$ cat config.mk
export PLATFORM = sky130hd
export DESIGN_NAME = tick_generator_mc_flat
export DESIGN_NICKNAME = d
export VERILOG_FILES = /design/src/rtl/tick_generator_mc_if.sv /design/src/rtl/tick_generator_mc.sv /design/src/flat_wrapper.sv
export SDC_FILE = /design/constraint.sdc
export NUM_CORES = 1
export LEC_CHECK = 0
export BUFFER_PORTS_ARGS = -buffer_cell sky130_fd_sc_hd__buf_2
export CAP_MARGIN = 25
export CORE_MARGIN = 8
export CORE_UTILIZATION = 23
export CTS_CLUSTER_SIZE = 14
export DETAILED_ROUTE_END_ITERATION = 8
export PLACE_DENSITY = 0.36
export SLEW_MARGIN = 25
export SYNTH_ARGS = -nofsm -noshare
export SYNTH_HDL_FRONTEND = slang
export SYNTH_SLANG_ARGS = --single-unit
$ cat constraint.sdc
create_clock -name clock_in -period 3.4 [get_ports clock_in]
set_input_delay 0.68 -clock clock_in [delete_from_list [all_inputs] [get_ports clock_in]]
set_output_delay 0.68 -clock clock_in [all_outputs]
set_load 0.05 [all_outputs]
$ cat src/rtl/tick_generator_mc_if.sv
// rtl/tick_generator_mc_if.sv - divisor write bus for tick_generator_mc
interface tick_generator_mc_if #(
    parameter int CH_W  = 2,
    parameter int CNT_W = 18
) ();
    logic             wr_en;
    logic [CH_W-1:0]  wr_ch;
    logic [CNT_W-1:0] wr_div;

    modport master (output wr_en, output wr_ch, output wr_div);
    modport slave  (input  wr_en, input  wr_ch, input  wr_div);
endinterface

$ cat src/rtl/tick_generator_mc.sv
// rtl/tick_generator_mc.sv - multi-channel tick/square generator with shadowed divisors; TICK_SYNC_RESTART_EN adds sync_in
module tick_generator_mc #(
    parameter int NUM_CH      = 4,
    parameter int CH_W        = 2,
    parameter int CNT_W       = 18,
    parameter int DEFAULT_DIV = 200000
) (
    input  logic              clock_in,
    input  logic              reset_n,
`ifdef TICK_SYNC_RESTART_EN
    input  logic              sync_in,
`endif
    tick_generator_mc_if.slave wr_bus,
    input  logic [NUM_CH-1:0] ch_en,
    output logic [NUM_CH-1:0] tick_out,
    output logic [NUM_CH-1:0] sq_out,
    output logic [NUM_CH-1:0] div_pending
);

    logic sync_restart;

`ifdef TICK_SYNC_RESTART_EN
    assign sync_restart = sync_in;
`else
    assign sync_restart = 1'b0;
`endif

    for (genvar i = 0; i < NUM_CH; i++) begin : g_ch
        logic [CNT_W-1:0] cnt;
        logic [CNT_W-1:0] act_div;
        logic [CNT_W-1:0] shd_div;
        logic             pending;
        logic             tick_q;
        logic             sq_q;
        logic             en_q;

        logic             wr_hit;
        logic             direct_wr;
        logic [CNT_W-1:0] eff_div;
        logic             terminal;

        // Decode the write and pick the divisor this edge compares against:
        // a write landing on a channel that was idle last cycle takes effect at once.
        always_comb begin
            wr_hit    = 1'b0;
            direct_wr = 1'b0;
            eff_div   = act_div;
            terminal  = 1'b0;
            wr_hit    = wr_bus.wr_en && (wr_bus.wr_ch == CH_W'(i));
            direct_wr = !ch_en[i] || !en_q;
            if (wr_hit && direct_wr) begin
                eff_div = wr_bus.wr_div;
            end
            terminal  = (cnt == eff_div);
        end

        // Per-channel counter, divisor shadowing and output registers.
        always_ff @(posedge clock_in or negedge reset_n) begin
            if (!reset_n) begin
                cnt     <= '0;
                act_div <= CNT_W'(DEFAULT_DIV);
                shd_div <= CNT_W'(DEFAULT_DIV);
                pending <= 1'b0;
                tick_q  <= 1'b0;
                sq_q    <= 1'b0;
                en_q    <= 1'b0;
            end else begin
                en_q <= ch_en[i];
                if (sync_restart || !ch_en[i]) begin
                    // Idle or restarting: park at zero and fold any divisor change in now.
                    cnt     <= '0;
                    tick_q  <= 1'b0;
                    sq_q    <= 1'b0;
                    pending <= 1'b0;
                    if (wr_hit) begin
                        act_div <= wr_bus.wr_div;
                        shd_div <= wr_bus.wr_div;
                    end else if (pending) begin
                        act_div <= shd_div;
                    end
                end else begin
                    if (wr_hit && direct_wr) begin
                        act_div <= wr_bus.wr_div;
                        shd_div <= wr_bus.wr_div;
                    end
                    if (terminal) begin
                        cnt    <= '0;
                        tick_q <= 1'b1;
                        sq_q   <= ~sq_q;
                        // Shadow only swaps in at cnt=0, so the counter can never overshoot.
                        if (pending) begin
                            act_div <= shd_div;
                            pending <= 1'b0;
                        end
                    end else begin
                        cnt    <= cnt + CNT_W'(1);
                        tick_q <= 1'b0;
                    end
                    // A write to a running channel waits for the next terminal; later writes overwrite it.
                    if (wr_hit && !direct_wr) begin
                        shd_div <= wr_bus.wr_div;
                        pending <= 1'b1;
                    end
                end
            end
        end

        assign tick_out[i]    = tick_q;
        assign sq_out[i]      = sq_q;
        assign div_pending[i] = pending;
    end

endmodule

$ cat src/flat_wrapper.sv
// flat-port wrapper written by rule: the top's interface ports become plain ports
module tick_generator_mc_flat 
#(
    parameter int NUM_CH      = 4,
    parameter int CH_W        = 2,
    parameter int CNT_W       = 18,
    parameter int DEFAULT_DIV = 200000
)
  (clock_in, reset_n, ch_en, tick_out, sq_out, div_pending, wr_bus_wr_en, wr_bus_wr_ch, wr_bus_wr_div);
  tick_generator_mc_if #(.CH_W(CH_W), .CNT_W(CNT_W)) wr_bus_i ();
  input  logic clock_in;
  input  logic reset_n;
  input  logic [NUM_CH-1:0] ch_en;
  output logic [NUM_CH-1:0] tick_out;
  output logic [NUM_CH-1:0] sq_out;
  output logic [NUM_CH-1:0] div_pending;
  input wire logic [$bits(wr_bus_i.wr_en)-1:0] wr_bus_wr_en;
  input wire logic [$bits(wr_bus_i.wr_ch)-1:0] wr_bus_wr_ch;
  input wire logic [$bits(wr_bus_i.wr_div)-1:0] wr_bus_wr_div;
  assign wr_bus_i.wr_en = wr_bus_wr_en;
  assign wr_bus_i.wr_ch = wr_bus_wr_ch;
  assign wr_bus_i.wr_div = wr_bus_wr_div;
  tick_generator_mc #(.NUM_CH(NUM_CH), .CH_W(CH_W), .CNT_W(CNT_W), .DEFAULT_DIV(DEFAULT_DIV)) u_core (.clock_in(clock_in), .reset_n(reset_n), .wr_bus(wr_bus_i), .ch_en(ch_en), .tick_out(tick_out), .sq_out(sq_out), .div_pending(div_pending));
endmodule
== Word level (Yosys, flattened, before mapping) ==
Index checks and enable logic that the tools add are counted.

* Flip-flop bits (word level): 232
* Latch bits: 0
* Bits in writable memories: 0
* ROM bits: 0
* Input port bits: 27
* Logic and storage cells: 172
* Memories: 0

* Add/sub/neg operators: 4
* Multipliers: 0
* Divide/modulo/power cells: 0
* Order comparisons: 0
* Eq/ne operators: 19
* Shift operators: 0
* Muxes and demuxes: 76
* Bitwise logic cells: 4
* Reductions and logical operators: 41

{| class="wikitable"
|+ Operators with widths
! operator !! count
|-
| 18-bit two-way mux || 48
|-
| 18-bit by 1-bit adder with 18-bit output (second input constant) || 4
|-
| 18-bit equality test || 4
|-
| 1-bit two-way mux || 28
|-
| 3-bit by 1-bit inequality test with 1-bit output (second input constant) || 8
|-
| 1-bit logical AND || 12
|-
| 1-bit logical NOT || 12
|-
| 3-bit nonzero test || 4
|-
| 2-bit by 1-bit inequality test with 1-bit output (second input constant) || 4
|-
| 2-bit AND reduction || 4
|-
| 2-bit nonzero test || 4
|-
| 2-bit equality test (second input constant) || 2
|-
| 1-bit logical OR || 4
|-
| 1-bit inverter || 4
|-
| 2-bit by 1-bit equality test with 1-bit output (second input constant) || 1
|-
| 2-bit logical NOT || 1
|}

== Depth between registers and ports, before layout ==
Gate-level depths: netlist (run 1).

* Depth after elaboration: 8
* Mapped depth: 12
* Depth with buffers taken out: 7

== Least setup slack after synthesis (run 1) ==
OpenSTA, ideal clock, no wires.

* Path type: input-to-reg
* Start: input port wr_bus_wr_ch[1]
* End: register u_core.g_ch[0].cnt[13]
* Data arrival time: 2.825 ns
* Data required time: 3.281 ns
* Path slack: 0.456 ns
* Stages: 11
* Cell sequence: buf_6 or3b_1 buf_2 nor3_2 a21oi_1 a22o_1 or3_1 buf_2 o31ai_4 buf_4 nor2_1

* Word-level cells in the longest chain between the ends: 7

{| class="wikitable"
|+ Ends and longest elaborated chain
! item !! RTL line !! text
|-
| start, declared || flat_wrapper.sv:18 || <nowiki>input wire logic [$bits(wr_bus_i.wr_ch)-1:0] wr_bus_wr_ch;</nowiki>
|-
| 2-bit logical NOT || tick_generator_mc.sv:49 || <nowiki>wr_hit = wr_bus.wr_en && (wr_bus.wr_ch == CH_W'(i));</nowiki>
|-
| 1-bit logical AND || tick_generator_mc.sv:49 ||
|-
| 1-bit logical AND || tick_generator_mc.sv:51 || <nowiki>if (wr_hit && direct_wr) begin</nowiki>
|-
| 18-bit two-way mux || tick_generator_mc.sv:51 ||
|-
| 18-bit equality test || tick_generator_mc.sv:54 || <nowiki>terminal = (cnt == eff_div);</nowiki>
|-
| 18-bit two-way mux || tick_generator_mc.sv:86 || <nowiki>if (terminal) begin</nowiki>
|-
| 18-bit two-way mux || tick_generator_mc.sv:69 || <nowiki>if (sync_restart || !ch_en[i]) begin</nowiki>
|-
| end signal, assigned || tick_generator_mc.sv:96 || <nowiki>cnt <= cnt + CNT_W'(1);</nowiki>
|-
| end, declared || tick_generator_mc.sv:29 || <nowiki>logic [CNT_W-1:0] cnt;</nowiki>
|}

No other way between the ends.
A chain may end at the register's enable or synchronous reset.

== Worst setup path in the final report (run 1) ==
* Start: register u_core.g_ch[2].en_q
* End: register u_core.g_ch[2].act_div[8]

* Word-level cells in the longest chain between the ends: 7

{| class="wikitable"
|+ Ends and longest elaborated chain
! item !! RTL line !! text
|-
| start, declared || tick_generator_mc.sv:35 || <nowiki>logic en_q;</nowiki>
|-
| start signal, assigned || tick_generator_mc.sv:68 || <nowiki>en_q <= ch_en[i];</nowiki>
|-
| 1-bit logical NOT * || tick_generator_mc.sv:50 || <nowiki>direct_wr = !ch_en[i] || !en_q;</nowiki>
|-
| 1-bit logical OR * || tick_generator_mc.sv:50 ||
|-
| 1-bit logical AND * || tick_generator_mc.sv:51, tick_generator_mc.sv:82 ||
|-
| 18-bit two-way mux * || tick_generator_mc.sv:51, tick_generator_mc.sv:82 ||
|-
| 18-bit equality test / 18-bit two-way mux (equally long branches) || tick_generator_mc.sv:54, tick_generator_mc.sv:91 ||
|-
| 18-bit two-way mux * || tick_generator_mc.sv:86 ||
|-
| 18-bit two-way mux * || tick_generator_mc.sv:69 ||
|-
| end signal, assigned || tick_generator_mc.sv:61 || <nowiki>act_div <= CNT_W'(DEFAULT_DIV);</nowiki>
|-
| end signal, assigned || tick_generator_mc.sv:83 || <nowiki>act_div <= wr_bus.wr_div;</nowiki>
|-
| end signal, assigned || tick_generator_mc.sv:92 || <nowiki>act_div <= shd_div;</nowiki>
|-
| end, declared || tick_generator_mc.sv:30 || <nowiki>logic [CNT_W-1:0] act_div;</nowiki>
|}

Mark *: on every way between the ends. The rest lies on a longest branch, timed or not.

==> results of run 1 <==
## flip-flops by register name (all words and copies together), names as in the netlist
name and flops:
u_core.g_ch.act_div 72, u_core.g_ch.cnt 72, u_core.g_ch.shd_div 72, u_core.g_ch.en_q 4
u_core.g_ch.pending 4, u_core.g_ch.sq_q 4, u_core.g_ch.tick_q 4
## critical path: cells and delay by family (launching register included)
family / cells / cell delay, ns
buffers and inverters: 1 / 0.24
and+or+nand+nor: 5 / 1.45
DFF: 1 / 0.38
AOI/OAI and AO/OA: 2 / 0.70
## path summary, 6_finish.rpt
kind / end / slack, ns / cells after the start
worst min register to register: u_core.g_ch[2].shd_div[11]$_DFFE_PN1P_ / 0.48 / 2
min in group clock_in: u_core.g_ch[3].en_q$_DFF_PN0_ / 0.46 / 2
worst max-delay path: u_core.g_ch[2].act_div[8]$_DFFE_PN1P_ / 0.53 / 8
worst min-delay path: u_core.g_ch[2].en_q$_DFF_PN0_ / 0.05 / 1
worst max register to register: u_core.g_ch[2].act_div[8]$_DFFE_PN1P_ / 0.53 / 8
max in group asynchronous: u_core.g_ch[3].act_div[16]$_DFFE_PN1P_ / 2.52 / 2
## cells by family after synthesis
group                      Yosys count  share of synthesized area
muxes                               58                     0.0439
buffers and inverters              190                     0.0588
xor gates and xnor gates           133                     0.0864
and+or+nand+nor                    568                      0.192
AOI/OAI and AO/OA                  366                      0.183
DFF                                232                      0.432
adders and majority gates            4                    0.00369
## cell type report
type	count	share of cell area
well taps	773	0.0598
inverters	59	0.0137
flip-flops and latches	232	0.363
clock inverters	7	0.00526
repair buffers	151	0.0726
clock buffers	49	0.0590
multi-input cells	1129	0.427
## routing by layer
layer,wire [um],share of wire,GRT usage,vias to the layer above
met5,12,0.00024,0,-
met4,1380,0.027,0.0451,2
met3,2010,0.040,0.0191,78
met2,23100,0.46,0.237,261
met1,24100,0.48,0.206,5946
li1,-,-,-,5579
## metrics by stage
| step | setup slack (ns) | instances | hold WS (ns) |
|---|---|---|---|
| 2_1_floorplan | 0.456 | 1551 | 0.384 |
| 3_5_place_dp | 0.0339 | 2344 | 0.472 |
| 5_1_grt | 0.335 | 2400 | 0.0571 |
| 3_3_place_gp | 0.0821 | 2344 | 0.471 |
| 6_report | 0.532 | 2400 | 0.0461 |
| 4_1_cts | 0.541 | 2400 | 0.0462 |
## synth_stat cells (17+ instances only)
| cell | n | area (um2) |
|---|---|---|
| clkbuf_1 | 93 | 349 |
| and3_1 | 38 | 238 |
| mux2i_1 | 55 | 551 |
| o2bb2ai_1 | 18 | 158 |
| dfrtp_1 | 184 | 4600 |
| a21oi_1 | 58 | 290 |
| inv_1 | 57 | 214 |
| o21ai_1 | 17 | 85.1 |
| dfstp_2 | 48 | 1260 |
| xor2_1 | 77 | 674 |
| o21ai_0 | 91 | 455 |
| nand2_1 | 222 | 833 |
| nand3_1 | 62 | 310 |
| o41ai_1 | 18 | 158 |
| xnor2_1 | 55 | 482 |
| nand4_1 | 25 | 156 |
| nor2_1 | 140 | 526 |
| o22ai_1 | 58 | 363 |
## where the power goes
group / switching, uW / internal, uW
Clock: 1310 / 2050
Sequential: 313 / 3180
Combinational: 1030 / 715
Total: 2640 / 5940
==> results.tsv, run 1 <==
metric	value	unit
synth_warnings	0	
antenna_found_initial	3	
place_congestion	0.836	
min_path_type	primary input to asynchronous set/reset pin	
finalWirelength	50600	um
syn-cell-area	13600	um2
ys_ff_latch	232	
relSlewSlack	0.420	
multi_input_area	6900	um2
grt_usage	0.148	
max_freq	0.349	GHz
cts.hold.buffers_added	0	
crit_chain	and2_1 -> nor2_1 -> or4_1 -> a2111oi_2 -> nand4bb_1 -> buf_4 -> and3_1 -> o31ai_1	
portBuffers	38	
tightest_slew	0.870	ns
worstSetupPathType	flip-flop to flip-flop	
fin_nets	1634	
route.detailed.drc	0	
cts_sinks	232	
synth-main-ff-cell	dfrtp_1	
status	completed	
cts_tree	done	
cp-end-kind	flip-flop	
nFillCells	6249	
maxSlewViolCount	0	
netlist_instances	1551	
fin_skew	0.00825	ns
start_util	0.231	
placed_cell_area	15100	um2
cts_resized	0	
cp-startpoint	u_core.g_ch[2].en_q$_DFF_PN0_	
grt_pass1_vias	11900	
seq_area_frac_synth	0.432	
synth_edf_count	0	
regArea	5870	um2
vdd_drop_max	342	uV
wl_per_cell	21.1	um
maxCapViolCount	0	
htreeDepth	1	
numCtsBuffers	30	
path_max_fanout	19	
startpoint_type	flip-flop	
async_reset_ff_frac	1.00	
rsz0062_at_grt	false	
clkTransAtPathRegs	0.06	ns
area_growth_syn_to_layout	19.2	%
fp.dieW	259	um
ys_types	72	
grt.overflow.total	0	
drive_above_1_share	0.163	
power.density	531	nW/um2
timing.final.crit_share	0.843	
num_rows	89	
cts-root-buf	clkbuf_16	
final-setup-viol-count	0	
vias	11900	
grt_pass1_wl	77300	um
avgViaCountPerCell	4.94	
die-height	259	um
p_leak	0.00687	uW
crit_arrival	3.35	ns
required	3.89	ns
worstSkewPairLatency	0.58	ns
core	58700	um2
synth_nets	1582	
reg2reg_from	u_core.g_ch[2].en_q$_DFF_PN0_	
finalHoldViolations	0	
grt_max_degree	64	
die_area	67000	um2
dr.first_iter.drc_count	789	
syn_area_per_cell	8.75	um2
finish.utilization	0.276	
postRouteAntennaNets	0	
finalSetupTns	0	ns
dp_hpwl	36600	um
p_total	8590	uW
fin_crit	2.87	ns
first_pass_iters	5	
critical-path-max-stage-delay	0.55	ns
final_area	16200	um2
final_cell_mix	nand2_1 (222), dfrtp_1 (184), nor2_1 (140), buf_4 (103), o21ai_0 (91)	
num_io_pins	39	
antenna_cells	0	
max-clock-path-buffers	3	
final_common_cell	nand2_1	
crit_slowest_cell	or4_1	
postCtsSetupBuffers	0	
Power figures use the tool's default switching activity.
==> run 2, diff against run 1 <==
Clock period 3.4 ns to 2.75 ns, I/O delays scaled along.
==> run 2 against run 1 <==
Die area is the same. Wire length grew 2.0%. Critical path depth grew 1. Clock-buffer cell count grew 1. First-iteration DRC count grew 12%. Total power grew 28%. Cell count grew 4.1%. Utilization grew 1.7 points. Sequential share of layout area shrank 2.0 points. Via count grew 1.6%. Fmax grew 8.5%. Worst hold slack gained 0.17 ns. Critical path type unchanged. Critical endpoint is now u_core.g_ch[2].act_div[5]$_DFFE_PN0P_. Highest routed layer is now met4.
==> results.tsv, run 2 (synthesis results as in run 1) <==
metric	value	unit
die_area	67000	um2
whs	0.216	ns
cts-root-buf	clkbuf_16	
nFillCells	6158	
p_leak	0.00741	uW
timing.final.crit_share	0.961	
fin_crit	2.64	ns
required	3.23	ns
switching_share	0.300	
cts_sinks	232	
intPower	7710	uW
finalWirelength	51600	um
fp.dieW	259	um
rsz0062_at_grt	false	
relSlewSlack	0.574	
worstSkewPairLatency	0.57	ns
area_growth_syn_to_layout	26.4	%
finalSetupTns	0	ns
die-height	259	um
dr.first_iter.drc_count	885	
grt.overflow.total	0	
worst-r2r-setup-slack	0.11	ns
fin_nets	1731	
dp_hpwl	37600	um
reg2reg_to	u_core.g_ch[2].act_div[5]$_DFFE_PN0P_	
avgViaCountPerCell	4.83	
hold_path_end	u_core.g_ch[2].en_q$_DFF_PN0_	
grt_usage	0.151	
htreeDepth	1	
crit_arrival	3.13	ns
fin_skew	0.0193	ns
maxSlewViolCount	0	
path_max_fanout	9	
status	completed	
num_rows	89	
worstRegToRegCells	9	
combinationalPowerShare	0.219	
min_from	ch_en[2]	
num_io_pins	39	
place_congestion	0.829	
final_common_cell	nand2_1	
cp-end-kind	flip-flop	
numCtsBuffers	30	
route.detailed.drc	0	
cts_tree	done	
vdd_drop_max	470	uV
portBuffers	38	
regArea	5870	um2
p_seq_frac	0.391	
drive_above_1_share	0.215	
maxCapViolCount	0	
final-setup-viol-count	0	
switching_power	3300	uW
worstSetupPathType	flip-flop to flip-flop	
first_pass_iters	6	
grt_pass1_vias	12200	
min_path_type	primary input to flip-flop	
core	58700	um2
startpoint_type	flip-flop	
reg2reg_from	u_core.g_ch[2].cnt[11]$_DFF_PN0_	
wl_per_cell	20.7	um
vias	12100	
grt_max_degree	71	
tightest_slew	0.638	ns
clockPowerShare	0.390	
finalHoldViolations	0	
reg_top3	u_core.g_ch.act_div (72), u_core.g_ch.cnt (72), u_core.g_ch.shd_div (72)	
start_util	0.231	
postRouteAntennaNets	0	
max-clock-path-buffers	3	
clkTransAtPathRegs	0.06	ns
power.density	642	nW/um2
final_cell_mix	nand2_1 (222), buf_4 (186), dfrtp_1 (181), nor2_1 (140), o21ai_0 (90)	
max_freq	0.378	GHz
antenna_found_initial	2	
multi_input_area	6970	um2
grt_pass1_wl	78800	um
holdPathStages	2	
[run 2: worst max-delay path: stages, from the launching register on]
cell and delay (ns):
dfrtp_2 0.44, xnor2_1 0.15, nand4_1 0.15, or4_4 0.55, a2111oi_4 0.39, nand4bb_1 0.15, buf_4 0.18, buf_4 0.17
and3_1 0.16, o31ai_2 0.21
[run 2: per-layer routing]
| layer | global-route usage | vias to the layer above | part of all wire | wire (um) |
|---|---|---|---|---|
| met5 | 0 | - | 0 | 0 |
| met4 | 0.0467 | 0 | 0.028 | 1430 |
| met3 | 0.0200 | 62 | 0.041 | 2090 |
| met2 | 0.239 | 246 | 0.45 | 23400 |
| met1 | 0.213 | 5980 | 0.48 | 24700 |
| li1 | - | 5772 | - | - |
[run 2: area by class of cell]
cell class | instances | area share
multi-input cells | 1129 | 0.407
flip-flops and latches | 232 | 0.342
repair buffers | 248 | 0.118
well taps | 773 | 0.0564
clock buffers | 50 | 0.0558
inverters | 59 | 0.0129
clock inverters | 6 | 0.00759
diodes | 1 | 0.000146
[run 2: worst max-delay path by stage]
| stage | from | slack (ns) | cells past startpoint | to |
|---|---|---|---|---|
| floorplan | ch_en[2] | 0.0004 | 10 | u_core.g_ch[2].act_div[10]$_DFFE_PN1P_ |
| global route | u_core.g_ch[2].cnt[11]$_DFF_PN0_ | 0.005 | 9 | u_core.g_ch[2].act_div[5]$_DFFE_PN0P_ |
| detailed placement | wr_bus_wr_ch[0] | -0.34 | 10 | u_core.g_ch[0].act_div[17]$_DFFE_PN1P_ |
| finish | u_core.g_ch[2].cnt[11]$_DFF_PN0_ | 0.11 | 9 | u_core.g_ch[2].act_div[5]$_DFFE_PN0P_ |
| CTS | u_core.g_ch[0].act_div[10]$_DFFE_PN1P_ | 0.0006 | 8 | u_core.g_ch[0].act_div[17]$_DFFE_PN1P_ |
| global placement | wr_bus_wr_ch[0] | -0.30 | 10 | u_core.g_ch[2].act_div[6]$_DFFE_PN1P_ |
[run 2: what timing repair did]
item | in CTS | in global routing
hold buffers | 1 | 0
pin swaps | 1 | 7
hold endpoints to repair | 44 | 0
endpoints found under the setup margin | 9 | 42
setup buffers | 1 | 1
cloned | 1 | 0
resized for setup | 4 | 13
[run 2: per-stage QoR]
stage / instance area [um2] / total power [uW] / util / setup slack (ns) / std cells
4_1_cts: 17100 / 11200 / 0.291 / 0.000641 / 2496
6_report: 17100 / 11000 / 0.292 / 0.107 / 2498
2_1_floorplan: 13600 / 5650 / - / 0.000365 / 1551
3_5_place_dp: 16000 / 6740 / 0.272 / -0.336 / 2437
3_3_place_gp: 16000 / 6730 / 0.272 / -0.304 / 2437
5_1_grt: 17100 / 11600 / 0.292 / 0.00523 / 2497
[run 2: power groups by stage]
stage               Sequential [uW]  Clock, uW  Combinational (uW)
floorplan                      4210          0                1440
global placement               4360          0                2370
detailed placement             4350          0                2390
CTS                            4300       4470                2410
global route                   4360       4580                2670
finish                         4310       4300                2410
==> run 3, diff against run 2 <==
Clock period 2.75 ns to 2.9 ns, I/O delays scaled along.
==> run 3 against run 2 <==
Cell area down 2.6%. Clock power down 13%. Cell count down 0.84%. Sequential share of layout area up 0.91 points. Critical path depth down 1.
==> results.tsv, run 3 (synthesis results as in run 1) <==
metric	value	unit
maxSlewViolCount	0	
wl_per_cell	20.9	um
crit_arrival	3.24	ns
timing.final.crit_share	0.948	
place_congestion	0.825	
antenna_cells	0	
cts_resized	0	
maxCapViolCount	0	
p_seq_frac	0.410	
vias	12100	
relSlewSlack	0.523	
power.density	598	nW/um2
route.detailed.drc	0	
required	3.39	ns
startpoint_type	flip-flop	
cts_tree	done	
critical-path-max-stage-delay	0.60	ns
rsz0062_at_grt	false	
fp.dieW	259	um
critPathTopFamily	simple AND/OR/NAND/NOR gates	
grt_usage	0.152	
dr.first_iter.drc_count	953	
num_rows	89	
grt_max_degree	78	
antenna_found_initial	1	
grt_pass1_wl	79000	um
final_cell_mix	nand2_1 (222), dfrtp_1 (183), buf_4 (178), nor2_1 (140), o21ai_0 (91)	
dp_slack	-0.358	ns
switching_power	3140	uW
p_leak	0.00719	uW
cts.hold.buffers_added	0	
switching_share	0.314	
drive_above_1_share	0.200	
min_path_type	primary input to asynchronous set/reset pin	
vdd_drop_max	427	uV
timing.critical_path.buf_inv	1	
finalWirelength	51900	um
cts_sinks	232	
start_util	0.231	
numCtsBuffers	31	
worstSetupPathType	flip-flop to flip-flop	
clkTransAtPathRegs	0.06	ns
final-setup-viol-count	0	
finish.utilization	0.284	
clockPowerShare	0.372	
cp-end-kind	flip-flop	
p_total	9990	uW
finalHoldViolations	0	
worstSkewPairLatency	0.58	ns
tightest_slew	0.716	ns
grt_pass1_vias	12300	
die_area	67000	um2
fin_nets	1711	
num_io_pins	39	
postCtsSetupBuffers	0	
dp_hpwl	38500	um
portBuffers	38	
final_area	16700	um2
reg_top3	u_core.g_ch.act_div (72), u_core.g_ch.cnt (72), u_core.g_ch.shd_div (72)	
fin_crit	2.75	ns
htreeDepth	1	
avgViaCountPerCell	4.87	
layout_setup_ws	0.151	ns
die-height	259	um
final_common_cell	nand2_1	
fin_skew	0.0144	ns
area_growth_syn_to_layout	23.1	%
max_freq	0.364	GHz
postRouteAntennaNets	0	
path_max_fanout	4	
status	completed	
intPower	6850	uW
crit_slowest_cell	or4_1	
cts-root-buf	clkbuf_16	
combinationalPowerShare	0.218	
placed_cell_area	15700	um2
grt.overflow.total	0	
crit_chain	xnor2_1 -> nand4_1 -> or4_1 -> a2111oi_4 -> nand4bb_1 -> buf_4 -> and3_1 -> o31ai_1	
first_pass_iters	5	
core	58700	um2
max-clock-path-buffers	3	
run 3: cell count changes in the layout (fill, tap and decap cells not counted), sizes merged, moves of 2 or more:
cell      delta
buf         -20
clkinv       +2
bufinv       -4
clkinvlp     +2
run 3: stage by stage:
step | setup TNS (ns) | std cells | hold WS, ns
after global routing | 0 | 2477 | 0.0409
final | 0 | 2477 | 0.0134
after CTS | 0 | 2477 | 0.0129
after detailed placement | -23.16 | 2420 | 0.470
after global placement | -20.54 | 2420 | 0.469
after floorplan | 0 | 1551 | 0.284
run 3: path summary, 6_finish.rpt:
check,from,to,slack [ns],depth (start not counted)
setup / recovery,u_core.g_ch[2].cnt[4]$_DFF_PN0_,u_core.g_ch[2].act_div[8]$_DFFE_PN1P_,0.15,8
hold / removal,reset_n,u_core.g_ch[2].cnt[9]$_DFF_PN0_,0.01,1
setup reg to reg,u_core.g_ch[2].cnt[4]$_DFF_PN0_,u_core.g_ch[2].act_div[8]$_DFFE_PN1P_,0.15,8
hold reg to reg,u_core.g_ch[2].shd_div[11]$_DFFE_PN1P_,u_core.g_ch[2].shd_div[11]$_DFFE_PN1P_,0.48,2
max in group asynchronous,reset_n,u_core.g_ch[1].act_div[11]$_DFFE_PN1P_,2.08,2
min in group clock_in,ch_en[0],u_core.g_ch[0].en_q$_DFF_PN0_,0.28,2
run 3: worst register-to-register path, cell delays in order (launching register included):
cell       delay, ns
dfrtp_1         0.47
xnor2_1         0.18
nand4_1         0.19
or4_1           0.60
a2111oi_4       0.34
nand4bb_1       0.26
buf_4           0.22
and3_1          0.18
o31ai_1         0.23
run 3: area by class of cell:
| cell class | instances | area (um2) |
|---|---|---|
| timing repair buffer | 227 | 1740 |
| tap | 773 | 967 |
| clock inverter | 6 | 35.0 |
| sequential | 232 | 5870 |
| inverter | 59 | 221 |
| multi-input combinational | 1129 | 6920 |
| fill | 6240 | 42000 |
| clock buffer | 51 | 941 |
run 3: routing by layer:
metal,track usage,part of all wire,up-vias
li1,-,-,5748
met5,0,0,-
met2,0.246,0.46,233
met3,0.0219,0.038,73
met4,0.0448,0.029,0
met1,0.208,0.47,6009
run 3: power by group through the flow:
stage	Sequential, uW	Clock, uW	Combinational (uW)
6_report	4100	3720	2170
5_1_grt	4140	3970	2420
4_1_cts	4090	3850	2180
3_5_place_dp	4140	0	2180
3_3_place_gp	4150	0	2160
2_1_floorplan	3990	0	1360
